`src/rtl/fp_exec_result_pipe_pkg.sv`:
```
// Shared types and helpers for the FP execution result pipeline.
// Tags are modular active-list ages; IsYounger implements the wrap-aware comparison.
package FPPipeTypes;

    localparam int FP_LANES      = 2;
    localparam int FP_DEPTH      = 3;
    localparam int FP_DATA_WIDTH = 64;
    localparam int FP_TAG_WIDTH  = 7;
    localparam int FP_DST_WIDTH  = 7;
    localparam int FP_OCC_WIDTH  = $clog2(FP_LANES * FP_DEPTH + 1);

    typedef struct packed {
        logic                     valid;
        logic [FP_TAG_WIDTH-1:0]  tag;
        logic [FP_DST_WIDTH-1:0]  dst;
        logic [FP_DATA_WIDTH-1:0] data;
    } FPResultPipeEntry;

    function automatic int OccupancyWidth(input int lanes, input int depth);
        return $clog2(lanes * depth + 1);
    endfunction

    // Younger when the modular distance from flushTag lies in the lower half, excluding zero.
    function automatic logic IsYounger(input logic [31:0] tag, input logic [31:0] flushTag,
                                       input int tagWidth);
        logic [31:0] mask;
        logic [31:0] diff;
        mask = (32'h1 << tagWidth) - 32'h1;
        diff = (tag - flushTag) & mask;
        return (diff != 32'h0) && (diff < (32'h1 << (tagWidth - 1)));
    endfunction

endpackage

```
`src/rtl/fp_exec_result_pipe_lane.sv`:
```
// One result lane: DEPTH register stages with global stall and tag-based selective flush.
// Exports next-state valid bits (and, with RSD_FP_RESULT_PIPE_PERF_EN, per-stage kill bits).
module fp_result_pipe_lane
    import FPPipeTypes::*;
#(
    parameter int DEPTH      = 3,
    parameter int TAG_WIDTH  = 7,
    parameter int DST_WIDTH  = 7,
    parameter int DATA_WIDTH = 64
) (
    input  logic                  clk,
    input  logic                  rst,
    input  logic                  stall,
    input  logic                  flush,
    input  logic [TAG_WIDTH-1:0]  flush_tag,
    input  logic                  in_valid,
    input  logic [TAG_WIDTH-1:0]  in_tag,
    input  logic [DST_WIDTH-1:0]  in_dst,
    input  logic [DATA_WIDTH-1:0] in_data,
    output logic                  out_valid,
    output logic [TAG_WIDTH-1:0]  out_tag,
    output logic [DST_WIDTH-1:0]  out_dst,
    output logic [DATA_WIDTH-1:0] out_data,
    output logic [DEPTH-1:0]      valid_next
`ifdef RSD_FP_RESULT_PIPE_PERF_EN
    ,
    output logic [DEPTH-1:0]      killed
`endif
);

    logic [DEPTH-1:0]      valid_reg;
    logic [DEPTH-1:0]      src_valid;
    logic [DEPTH-1:0]      cand_valid;
    logic [DEPTH-1:0]      kill;
    logic [TAG_WIDTH-1:0]  tag_reg  [DEPTH];
    logic [TAG_WIDTH-1:0]  src_tag  [DEPTH];
    logic [TAG_WIDTH-1:0]  cand_tag [DEPTH];
    logic [DST_WIDTH-1:0]  dst_reg  [DEPTH];
    logic [DST_WIDTH-1:0]  src_dst  [DEPTH];
    logic [DATA_WIDTH-1:0] data_reg [DEPTH];
    logic [DATA_WIDTH-1:0] src_data [DEPTH];

    for (genvar gi = 0; gi < DEPTH; gi++) begin : g_stage
        if (gi == 0) begin : g_head
            assign src_valid[gi] = in_valid;
            assign src_tag[gi]   = in_tag;
            assign src_dst[gi]   = in_dst;
            assign src_data[gi]  = in_data;
        end else begin : g_body
            assign src_valid[gi] = valid_reg[gi-1];
            assign src_tag[gi]   = tag_reg[gi-1];
            assign src_dst[gi]   = dst_reg[gi-1];
            assign src_data[gi]  = data_reg[gi-1];
        end
        // The flush candidate is whatever would occupy this stage after the edge.
        assign cand_valid[gi] = stall ? valid_reg[gi] : src_valid[gi];
        assign cand_tag[gi]   = stall ? tag_reg[gi]   : src_tag[gi];
        assign kill[gi]       = cand_valid[gi] & flush
                              & IsYounger(32'(cand_tag[gi]), 32'(flush_tag), TAG_WIDTH);
        assign valid_next[gi] = cand_valid[gi] & ~kill[gi];
    end

`ifdef RSD_FP_RESULT_PIPE_PERF_EN
    assign killed = kill;
`endif

    always_ff @(posedge clk) begin
        if (rst) begin
            valid_reg <= '0;
            for (int k = 0; k < DEPTH; k++) begin
                tag_reg[k]  <= '0;
                dst_reg[k]  <= '0;
                data_reg[k] <= '0;
            end
        end else begin
            valid_reg <= valid_next;
            if (!stall) begin
                for (int k = 0; k < DEPTH; k++) begin
                    tag_reg[k]  <= src_tag[k];
                    dst_reg[k]  <= src_dst[k];
                    data_reg[k] <= src_data[k];
                end
            end
        end
    end

    assign out_valid = valid_reg[DEPTH-1];
    assign out_tag   = tag_reg[DEPTH-1];
    assign out_dst   = dst_reg[DEPTH-1];
    assign out_data  = data_reg[DEPTH-1];

endmodule

```
`src/rtl/fp_exec_result_pipe.sv`:
```
// LANES x DEPTH FP result pipeline with stall, selective flush and occupancy count.
// Define RSD_FP_RESULT_PIPE_PERF_EN to add saturating stall-cycle and flush-kill counters.
module fp_exec_result_pipe
    import FPPipeTypes::*;
#(
    parameter int LANES      = 2,
    parameter int DEPTH      = 3,
    parameter int DATA_WIDTH = 64,
    parameter int TAG_WIDTH  = 7,
    parameter int DST_WIDTH  = 7
) (
    input  logic                                  clk,
    input  logic                                  rst,
    input  logic                                  stall,
    input  logic                                  flush,
    input  logic [TAG_WIDTH-1:0]                  flushTag,
    input  logic [LANES-1:0]                      inValid,
    input  logic [LANES*TAG_WIDTH-1:0]            inTag,
    input  logic [LANES*DST_WIDTH-1:0]            inDst,
    input  logic [LANES*DATA_WIDTH-1:0]           inData,
    output logic [LANES-1:0]                      outValid,
    output logic [LANES*TAG_WIDTH-1:0]            outTag,
    output logic [LANES*DST_WIDTH-1:0]            outDst,
    output logic [LANES*DATA_WIDTH-1:0]           outData,
    output logic [$clog2(LANES*DEPTH+1)-1:0]      occupancy
`ifdef RSD_FP_RESULT_PIPE_PERF_EN
    ,
    output logic [31:0]                           perfStallCycles,
    output logic [31:0]                           perfFlushKills
`endif
);

    localparam int OCC_W = OccupancyWidth(LANES, DEPTH);

    logic [DEPTH-1:0] lane_valid_next [LANES];
    logic [OCC_W-1:0] occ_next;
    logic [OCC_W-1:0] occupancy_reg;

`ifdef RSD_FP_RESULT_PIPE_PERF_EN
    logic [DEPTH-1:0] lane_killed [LANES];
`endif

    for (genvar gi = 0; gi < LANES; gi++) begin : g_lane
        fp_result_pipe_lane #(
            .DEPTH      (DEPTH),
            .TAG_WIDTH  (TAG_WIDTH),
            .DST_WIDTH  (DST_WIDTH),
            .DATA_WIDTH (DATA_WIDTH)
        ) u_lane (
            .clk        (clk),
            .rst        (rst),
            .stall      (stall),
            .flush      (flush),
            .flush_tag  (flushTag),
            .in_valid   (inValid[gi]),
            .in_tag     (inTag[gi*TAG_WIDTH +: TAG_WIDTH]),
            .in_dst     (inDst[gi*DST_WIDTH +: DST_WIDTH]),
            .in_data    (inData[gi*DATA_WIDTH +: DATA_WIDTH]),
            .out_valid  (outValid[gi]),
            .out_tag    (outTag[gi*TAG_WIDTH +: TAG_WIDTH]),
            .out_dst    (outDst[gi*DST_WIDTH +: DST_WIDTH]),
            .out_data   (outData[gi*DATA_WIDTH +: DATA_WIDTH]),
            .valid_next (lane_valid_next[gi])
`ifdef RSD_FP_RESULT_PIPE_PERF_EN
            ,
            .killed     (lane_killed[gi])
`endif
        );
    end

    always_comb begin
        occ_next = '0;
        for (int l = 0; l < LANES; l++) begin
            for (int k = 0; k < DEPTH; k++) begin
                occ_next = occ_next + OCC_W'(lane_valid_next[l][k]);
            end
        end
    end

    always_ff @(posedge clk) begin
        if (rst) begin
            occupancy_reg <= '0;
        end else begin
            occupancy_reg <= occ_next;
        end
    end

    assign occupancy = occupancy_reg;

`ifdef RSD_FP_RESULT_PIPE_PERF_EN
    logic [OCC_W-1:0] kill_count;
    logic [32:0]      kills_sum;
    logic [31:0]      perf_stall_reg;
    logic [31:0]      perf_kills_reg;

    always_comb begin
        kill_count = '0;
        for (int l = 0; l < LANES; l++) begin
            for (int k = 0; k < DEPTH; k++) begin
                kill_count = kill_count + OCC_W'(lane_killed[l][k]);
            end
        end
    end

    assign kills_sum = {1'b0, perf_kills_reg} + 33'(kill_count);

    // Both counters stick at all-ones rather than wrapping.
    always_ff @(posedge clk) begin
        if (rst) begin
            perf_stall_reg <= '0;
            perf_kills_reg <= '0;
        end else begin
            if (stall && (occupancy_reg != '0) && (perf_stall_reg != '1)) begin
                perf_stall_reg <= perf_stall_reg + 32'd1;
            end
            perf_kills_reg <= kills_sum[32] ? '1 : kills_sum[31:0];
        end
    end

    assign perfStallCycles = perf_stall_reg;
    assign perfFlushKills  = perf_kills_reg;
`endif

endmodule

```
`config.mk`:
```
export PLATFORM = sky130hd
export DESIGN_NAME = fp_exec_result_pipe
export DESIGN_NICKNAME = d
export VERILOG_FILES = /design/src/rtl/fp_exec_result_pipe_pkg.sv /design/src/rtl/fp_exec_result_pipe_lane.sv /design/src/rtl/fp_exec_result_pipe.sv
export SDC_FILE = /design/constraint.sdc
export NUM_CORES = 1
export LEC_CHECK = 0
export ABC_AREA = 1
export CORE_MARGIN = 3
export CORE_UTILIZATION = 30
export CTS_BUF_LIST = sky130_fd_sc_hd__clkbuf_2
export DETAILED_ROUTE_END_ITERATION = 10
export GPL_ROUTABILITY_DRIVEN = 0
export PLACE_DENSITY = 0.53
export SLEW_MARGIN = 15
export SYNTH_ARGS = -nofsm -noshare
export SYNTH_HDL_FRONTEND = slang
export SYNTH_HIERARCHICAL = 1
export SYNTH_SLANG_ARGS = --single-unit
```
`constraint.sdc`:
```
create_clock -name clk -period 12.5 [get_ports clk]
set_clock_uncertainty 0.2 [all_clocks]
set_input_delay 2.5 -clock clk [delete_from_list [all_inputs] [get_ports clk]]
set_output_delay 2.5 -clock clk [all_outputs]
set_load 0.005 [all_outputs]
```
==> results of run 1 <==
-- synth_stat cells, drive strengths merged --
cell	number	area [sq um]
inv	565	2120
nor2	519	1950
edfxtp	468	14100
buf	200	1510
nand2	200	771
o21ai	58	290
ha	37	463
nand3	36	190
dfxtp	9	180
a21oi	6	30.0
clkbuf	4	15.0
fa	3	60.1
-- worst max-delay path by stage --
stage | slack (ns) | to | depth (start not counted)
final | 7.00 | occupancy[1] | 19
after global routing | 6.91 | occupancy[1] | 21
after CTS | 7.30 | occupancy[1] | 20
after detailed placement | 5.84 | occupancy[1] | 20
after global placement | 5.98 | occupancy[1] | 20
after floorplan | 3.60 | g_lane[0].u_lane/data_reg[0][0] | 4
-- cells by family (layout without fill, tap and decap cells) --
group / after synthesis / in the layout / share of synthesized area
buffers and inverters: 769 / 1144 / 0.169
and+or+nand+nor: 755 / 755 / 0.134
DFF: 477 / 477 / 0.658
AOI/OAI and AO/OA: 64 / 64 / 0.0148
adders and majority gates: 40 / 40 / 0.0242
other: 0 / 7 / 0
-- per-stage QoR --
stage	std cells	area, sq um
floorplan	2105	21600
global placement	3178	24700
detailed placement	3178	24700
CTS	3420	25900
global route	3421	25900
finish	3427	25900
-- layer usage --
layer  vias to the layer above  global-route usage
met5                         -                   0
met4                        10              0.0536
met3                       108              0.0632
met2                       440               0.190
met1                      6250               0.149
li1                       6860                   -
-- worst max-delay path, cell delays in order --
cell and delay (ns):
buf_2 0.08, buf_4 0.61, o21ai_0 0.23, ha_1 0.36, nor2_1 0.17, o21ai_0 0.14, nor2_1 0.13, nand3_1 0.09
nand3_1 0.10, nand2_1 0.09, inv_1 0.06, inv_1 0.05, fa_1 0.48, fa_1 0.49, inv_1 0.04, ha_1 0.18
fa_1 0.49, inv_1 0.04, nor2_1 0.07
-- power groups by stage --
stage | combinational [mW] | clock [mW] | sequential [mW]
6_report | 0.363 | 1.12 | 1.90
5_1_grt | 0.411 | 1.29 | 1.91
4_1_cts | 0.368 | 1.21 | 1.90
3_5_place_dp | 0.366 | 0 | 1.94
3_3_place_gp | 0.356 | 0 | 1.94
2_1_floorplan | 0.227 | 0 | 1.94
-- layout make-up --
class | instances | area, sq um | area share
clock inverter | 42 | 224 | 0.00864
antenna | 7 | 17.5 | 0.000676
multi-input combinational | 859 | 3780 | 0.146
timing repair buffer | 337 | 3360 | 0.130
clock buffer | 200 | 1000 | 0.0386
inverter | 565 | 2120 | 0.0818
sequential | 477 | 14200 | 0.549
tap | 940 | 1180 | 0.0454
==> flow_metrics.tcl, run 1 <==
set metrics [dict create \
    cts_tree "yes" \
    gr-total-overflow 0 \
    coreArea_sq_mm 0.0708 \
    syn_area_sq_mm 0.0216 \
    drive_gt1_frac 0.0976 \
    max-cap-violations 0 \
    topRoutingLayerUsed "met5" \
    r2r_slack_ns 8.65 \
    syn_avg_cell_area_sq_um 10.3 \
    drt_pass1_iterations 5 \
    crit_arrival_ns 6.42 \
    rr_worst_depth 18 \
    drt_iter0_markers 789 \
    cts_root_buffer "clkbuf_2" \
    antenna_found_initial 13 \
    slew_headroom 0.294 \
    die-area_sq_mm 0.0754 \
    area_delta_synth_final_pct 19.8 \
    most-common-layout-cells "561 x inv_1, 519 x nor2_1, 468 x edfxtp_1, 328 x clkdlybuf4s50_1, 200 x clkbuf_2" \
    fin_ws_ns 7.00 \
    cts_setup_buffers 0 \
    worst_pin_slew_ns 1.06 \
    whs_path_depth 2 \
    portBuffers 329 \
    finalCriticalPeriod_ns 5.50 \
    clock_path_buffers 3 \
    power_frac_comb 0.107 \
    dr_wl_met2_microns 21500 \
    place_ws_ns 5.84 \
    cts_resized 0 \
    p_clk_frac 0.332 \
    dieWidth_microns 275 \
    finalHoldWorstSlack_ns 0.293 \
    startpoint "stall" \
    ant_nets 0 \
    hold_start "g_lane[1].u_lane/data_reg[0][116]" \
    wirelength_microns 47400 \
    max_freq_mhz 182 \
    grt_max_degree 166 \
    initial_core_util 0.306 \
    crit_fanout 90 \
    hold_buffers 0 \
    first_global_vias 14000 \
    post-dp-hpwl_microns 31200 \
    wl_per_cell_microns 13.8 \
    start_kind "input port" \
    cp-end-kind "flop" \
    hold_class "reg2reg" \
    m1WireLength_microns 19500 \
    power_density_mw_per_mm2 131 \
    finalSetupTns_ns 0 \
    cts.sinks 477 \
    htreeDepth 4 \
    r2r-end "occupancy[1]" \
    p_leak_nw 11.5 \
    final_common_cell "inv_1" \
    grt_setup_unrepaired "no" \
    yosysWarningCount 6 \
    period_share 0.440 \
    num_rows 97 \
    min_to "g_lane[1].u_lane/data_reg[0][180]" \
    worstPathRequired_ns 13.42 \
    grt_pass1_wl_microns 73300 \
    status "finished, final reports clean" \
    syn_nets 2314 \
    worstSetupPathType "in2reg" \
    die_y_microns 275 \
    ys_seq_area_frac 0.658 \
    largest_reg_flops 384 \
    wl_met3_microns 5050 \
    yosys_register_bits 477 \
    finalMaxSlewViolations 0 \
    clkLatencyLatePin_ns 1.20 \
    hold_viol 0 \
    gr-usage-all-layers 0.125 \
    cts_inserted_buffers 138 \
    path_clk_slew_ns 0.10 \
    drc 0 \
    peakVddDrop_v 0.0000634 \
    viasPerCell 3.99 \
    fin_nets 2587 \
    seq_power_share 0.561 \
    io_pins 330 \
    p_int_mw 2.47 \
    utilization 0.366 \
    ys_types 18 \
    p_switching_mw 0.917 \
    power_mw 3.39 \
    vias 13700 \
    fillCellCount 7084 \
    syn_inst 2105 \
    setup_viol 0 \
    p_sw_frac 0.271 \
    r2r_start "g_lane[1].u_lane/tag_reg[0][4]" \
]
Power figures use the tool's default switching activity.
==> run 2: changes to the inputs <==
- PLACE_DENSITY: 0.53 -> 0.55
- clock period: 12.5 -> 4.7 ns (I/O delays scaled with it)
==> flow_metrics.tcl, run 2 (synthesized netlist as in run 1, its figures left out) <==
set metrics [dict create \
    max_stage_delay_ns 0.52 \
    crit_arrival_ns 5.23 \
    post-dp-hpwl_microns 32300 \
    critical_path.cell_chain "dlygate4sd3_1, clkdlybuf4s50_1, inv_1, o21ai_0, ha_1, nor2_1, o21ai_0, nand2_1, nand3_1, nand3_1, nand2_1, inv_1, inv_1, fa_1, fa_1, inv_1, ha_1, fa_1, inv_1, nor2_1" \
    gr-usage-all-layers 0.129 \
    die-area_sq_mm 0.0754 \
    gr-total-overflow 0 \
    crit_path_frequent_cell "inv_1" \
    finalMaxSlewViolations 0 \
    crit_fanout 3 \
    p_switching_mw 2.42 \
    p_sw_frac 0.264 \
    crit_buf_inv 7 \
    cp-end-kind "flop" \
    drive_gt1_frac 0.0939 \
    power_frac_comb 0.121 \
    fillCellCount 6963 \
    cts_tree "yes" \
    ant_nets 0 \
    wirelength_microns 48500 \
    path_clk_slew_ns 0.09 \
    p_clk_frac 0.328 \
    dieWidth_microns 275 \
    grt_pass1_wl_microns 76100 \
    area_delta_synth_final_pct 28.2 \
    power_mw 9.16 \
    cts_root_buffer "clkbuf_2" \
    vias 14400 \
    drc 0 \
    placed_cell_area_sq_mm 0.0250 \
    hold_viol 0 \
    first_global_vias 14700 \
    viasPerCell 4.02 \
    seq_power_share 0.551 \
    cpMaxStageDelayCell "dlygate4sd3_1" \
    cts_inserted_buffers 130 \
    finalCriticalPeriod_ns 4.37 \
    fin_ws_ns 0.327 \
    wl_per_cell_microns 13.6 \
    initial_core_util 0.306 \
    clock_path_buffers 3 \
    io_pins 330 \
    max_freq_mhz 229 \
    cts.sinks 477 \
    worstSetupPathType "in2reg" \
    cp_top_family "adder cells" \
    grt_max_degree 89 \
    setup_viol 0 \
    status "finished, final reports clean" \
    p_int_mw 6.74 \
    max-cap-violations 0 \
    drt_iter0_markers 776 \
    cts_setup_buffers 0 \
    cts_resized 0 \
    power_density_mw_per_mm2 330 \
    peakVddDrop_v 0.000193 \
    portBuffers 329 \
    final_common_cell "inv_1" \
    worst_pin_slew_ns 0.702 \
    fin_nets 2753 \
    p_leak_nw 12.3 \
    coreArea_sq_mm 0.0708 \
    antenna_found_initial 17 \
    htreeDepth 4 \
    hold_buffers 149 \
    clkLatencyLatePin_ns 1.18 \
    die_y_microns 275 \
    postLayoutCellArea_sq_mm 0.0277 \
    hold_class "in2reg" \
    slew_headroom 0.532 \
    grt_setup_unrepaired "no" \
    period_share 0.930 \
    num_rows 97 \
    worstPathRequired_ns 5.56 \
    place_ws_ns -0.153 \
    largest_reg_flops 384 \
    most-common-layout-cells "561 x inv_1, 519 x nor2_1, 468 x edfxtp_1, 328 x clkdlybuf4s50_1, 194 x nand2_1" \
    start_kind "input port" \
    drt_pass1_iterations 7 \
]
## run 2: cell types whose count changed in the layout (fill, tap and decap cells not counted), moves of 2 or more
| cell | before | now |
|---|---|---|
| inv_2 | 6 | 4 |
| nand2_8 | 2 | 4 |
| buf_12 | 1 | 12 |
| clkinv_1 | 21 | 18 |
| bufinv_16 | 0 | 3 |
| clkbuf_2 | 200 | 183 |
| nand2_4 | 2 | 0 |
| dlygate4sd3_1 | 0 | 149 |
| clkinv_2 | 7 | 3 |
| buf_4 | 7 | 21 |
## run 2: worst paths after layout
kind / start / to / slack, ns / cells after the start
min reg2reg: g_lane[1].u_lane/data_reg[0][36] / g_lane[1].u_lane/data_reg[0][100] / 0.32 / 2
min: inData[63] / g_lane[0].u_lane/data_reg[0][63] / 0.29 / 3
max reg2reg: g_lane[1].u_lane/tag_reg[0][2] / occupancy[1] / 0.83 / 18
max: inTag[9] / occupancy[1] / 0.33 / 20
## run 2: per-layer routing
metal	up-vias	GRT usage	routed length [microns]
met2	442	0.202	22300
met3	154	0.0560	4380
met5	-	0	97
li1	7176	-	-
met1	6585	0.154	20400
met4	16	0.0567	1410
## run 2: final cells by class
| cell class | count | area, sq um | area share |
|---|---|---|---|
| Antenna cell | 8 | 20.0 | 0.000722 |
| Clock buffer | 183 | 916 | 0.0330 |
| Clock inverter | 36 | 279 | 0.0101 |
| Inverter | 565 | 2120 | 0.0765 |
| Multi-Input combinational cell | 859 | 3800 | 0.137 |
| Sequential cell | 477 | 14200 | 0.513 |
| Tap cell | 940 | 1180 | 0.0424 |
| Timing Repair Buffer | 511 | 5180 | 0.187 |
## run 2: worst min-delay path: stages
cell and delay [ns]:
clkdlybuf4s50_1 0.43, inv_1 0.06, nor2_1 0.04
## run 2: stage by stage
step	instances	TNS (ns)	util	hold slack (ns)
2_1_floorplan	2105	0	-	0.319
3_3_place_gp	3203	-0.0637	0.354	0.321
3_5_place_dp	3203	-0.225	0.354	0.328
4_1_cts	3571	0	0.392	0.00109
5_1_grt	3576	0	0.392	0.0317
6_report	3579	0	0.392	0.293
## run 2: power by group through the flow
stage,Combinational [mW],Clock (mW),Sequential [mW]
detailed placement,1.01,0,5.15
finish,1.11,3.00,5.05
global route,1.24,3.43,5.08
global placement,0.979,0,5.15
floorplan,0.606,0,5.13
CTS,1.12,3.24,5.06
==> run 3: changes to the inputs <==
--- a/config.mk
+++ b/config.mk
@@ -7,4 +7,5 @@
 export LEC_CHECK = 0
 export ABC_AREA = 1
+export CAP_MARGIN = 25
 export CORE_MARGIN = 3
 export CORE_UTILIZATION = 30
@@ -13,4 +14,5 @@
 export GPL_ROUTABILITY_DRIVEN = 0
 export PLACE_DENSITY = 0.55
+export REMOVE_ABC_BUFFERS = 1
 export SLEW_MARGIN = 15
 export SYNTH_ARGS = -nofsm -noshare
==> constraint.sdc (replaced) <==
create_clock -name clk -period 4.7 [get_ports clk]
set_clock_uncertainty 0.2 [all_clocks]
set_input_delay 0.94 -clock clk [delete_from_list [all_inputs] [get_ports clk]]
set_output_delay 0.94 -clock clk [all_outputs]
set_load 0.02 [all_outputs]
==> flow_metrics.tcl, run 3 (synthesized netlist as in run 1, its figures left out) <==
set metrics [dict create \
    antenna_found_initial 6 \
    max_freq_mhz 239 \
    num_rows 97 \
    post-place-cells 3210 \
    fin_nets 2764 \
    status "finished, final reports clean" \
    io_pins 330 \
    cp-end-kind "flop" \
    wirelength_microns 48100 \
    rr_worst_depth 20 \
    setup_viol 0 \
    initial_core_util 0.306 \
    area_delta_synth_final_pct 28.4 \
    max_stage_delay_ns 0.55 \
    start_kind "input port" \
    worstSetupPathType "in2reg" \
    fillCellCount 6957 \
    grt_max_degree 92 \
    period_share 0.888 \
    slew_headroom 0.522 \
    r2r_slack_ns 0.84 \
    finalMaxSlewViolations 0 \
    worst_pin_slew_ns 0.718 \
    path_clk_slew_ns 0.08 \
    cts_setup_buffers 0 \
    r2r-end "occupancy[1]" \
    p_leak_nw 12.3 \
    viasPerCell 4.00 \
    drive_gt1_frac 0.100 \
    htreeDepth 4 \
    finalCriticalPeriod_ns 4.18 \
    post-dp-hpwl_microns 31700 \
    coreArea_sq_mm 0.0708 \
    layout.cells.non_filler 3594 \
    min_to "g_lane[0].u_lane/data_reg[0][26]" \
    cts_inserted_buffers 135 \
    critical_path.cell_chain "dlygate4sd3_1, clkdlybuf4s50_1, inv_1, o21ai_0, ha_1, nand2_1, nand2_1, a21oi_1, nand3_1, nand2_1, nand3_1, nand2_1, inv_1, inv_1, fa_1, fa_1, inv_1, ha_1, fa_1, inv_1, nor2_1" \
    die_y_microns 275 \
    crit_fanout 4 \
    first_global_vias 14800 \
    final_common_cell "inv_1" \
    multiInputGateArea_sq_mm 0.00378 \
    max-cap-violations 0 \
    cts_tree "yes" \
    crit_path_frequent_cell "inv_1" \
    crit_buf_inv 7 \
    regArea_sq_mm 0.0142 \
    r2r_start "g_lane[1].u_lane/tag_reg[0][5]" \
    hold_buffers 148 \
    vias 14400 \
    worstPathRequired_ns 5.62 \
    cts.sinks 477 \
    grt_setup_unrepaired "no" \
    cpMaxStageDelayCell "dlygate4sd3_1" \
    drc 0 \
    power_density_mw_per_mm2 333 \
    cts_resized 0 \
    clock_path_buffers 3 \
    crit_arrival_ns 5.10 \
    drt_iter0_markers 782 \
    clkLatencyLatePin_ns 1.20 \
    gr-usage-all-layers 0.129 \
    drt_pass1_iterations 5 \
    ant_nets 0 \
    cts_root_buffer "clkbuf_2" \
    most-common-layout-cells "561 x inv_1, 519 x nor2_1, 468 x edfxtp_1, 328 x clkdlybuf4s50_1, 195 x clkbuf_2" \
    hold_class "in2reg" \
    grt_pass1_wl_microns 76200 \
    whs_path_depth 3 \
    die-area_sq_mm 0.0754 \
    hold_viol 0 \
    dieWidth_microns 275 \
    portBuffers 329 \
    power_mw 9.24 \
    cp_top_family "adder cells" \
    largest_reg_flops 384 \
    wl_per_cell_microns 13.4 \
    gr-total-overflow 0 \
    peakVddDrop_v 0.000179 \
    hold_start "inData[26]" \
]
run 3: changes by cell type in the layout (fill, tap and decap cells not counted), sizes merged:
cell | previous run | this run
clkbuf | 183 | 195
buf | 34 | 41
inv | 571 | 575
bufinv | 3 | 0
diode | 8 | 5
clkinvlp | 3 | 2
dlygate4sd3 | 149 | 148
run 3: metal layers:
metal,vias up,track usage,routed length (microns)
met1,6644,0.147,19400
met3,128,0.0383,2940
met2,399,0.220,24100
met5,-,0,25
met4,4,0.0662,1670
li1,7199,-,-
run 3: layout make-up:
| cell class | count | share of cell area |
|---|---|---|
| antenna | 5 | 0.000451 |
| clock buffer | 195 | 0.0351 |
| clock inverter | 36 | 0.00789 |
| inverter | 565 | 0.0764 |
| multi-input combinational | 859 | 0.136 |
| sequential | 477 | 0.513 |
| tap | 940 | 0.0424 |
| timing repair buffer | 517 | 0.189 |
run 3: metrics by stage:
stage / util / setup slack, ns / cell area, sq um / TNS [ns] / hold WS, ns
3_3_place_gp: 0.354 / 0.0373 / 25100 / 0 / 0.320
5_1_grt: 0.392 / 0.571 / 27800 / 0 / 0.0415
3_5_place_dp: 0.354 / -0.0228 / 25100 / -0.0228 / 0.328
4_1_cts: 0.392 / 0.898 / 27800 / 0 / 0.00158
6_report: 0.392 / 0.524 / 27800 / 0 / 0.299
2_1_floorplan: - / -2.14 / 20100 / -1000.23 / 0.319
run 3: worst min-delay path, cell delays in order:
cell and delay [ns]:
clkdlybuf4s50_1 0.45, inv_1 0.07, nor2_1 0.04
run 3: report_power, final:
part	internal, mW	switching (mW)	leakage (nW)
Combinational	0.542	0.656	6.18
Sequential	4.97	0.0953	5.23
Clock	1.15	1.82	0.913
Total	6.66	2.58	12.3
run 3: worst max-delay path by stage:
stage | start | to | slack (ns) | cells past startpoint
3_3_place_gp | inTag[10] | occupancy[1] | 0.04 | 21
2_1_floorplan | rst | g_lane[0].u_lane/data_reg[0][0] | -2.14 | 2
6_report | inTag[3] | occupancy[1] | 0.52 | 21
3_5_place_dp | flushTag[5] | occupancy[1] | -0.02 | 20
5_1_grt | inTag[3] | occupancy[1] | 0.57 | 22
4_1_cts | g_lane[1].u_lane/tag_reg[0][5] | occupancy[1] | 0.90 | 20
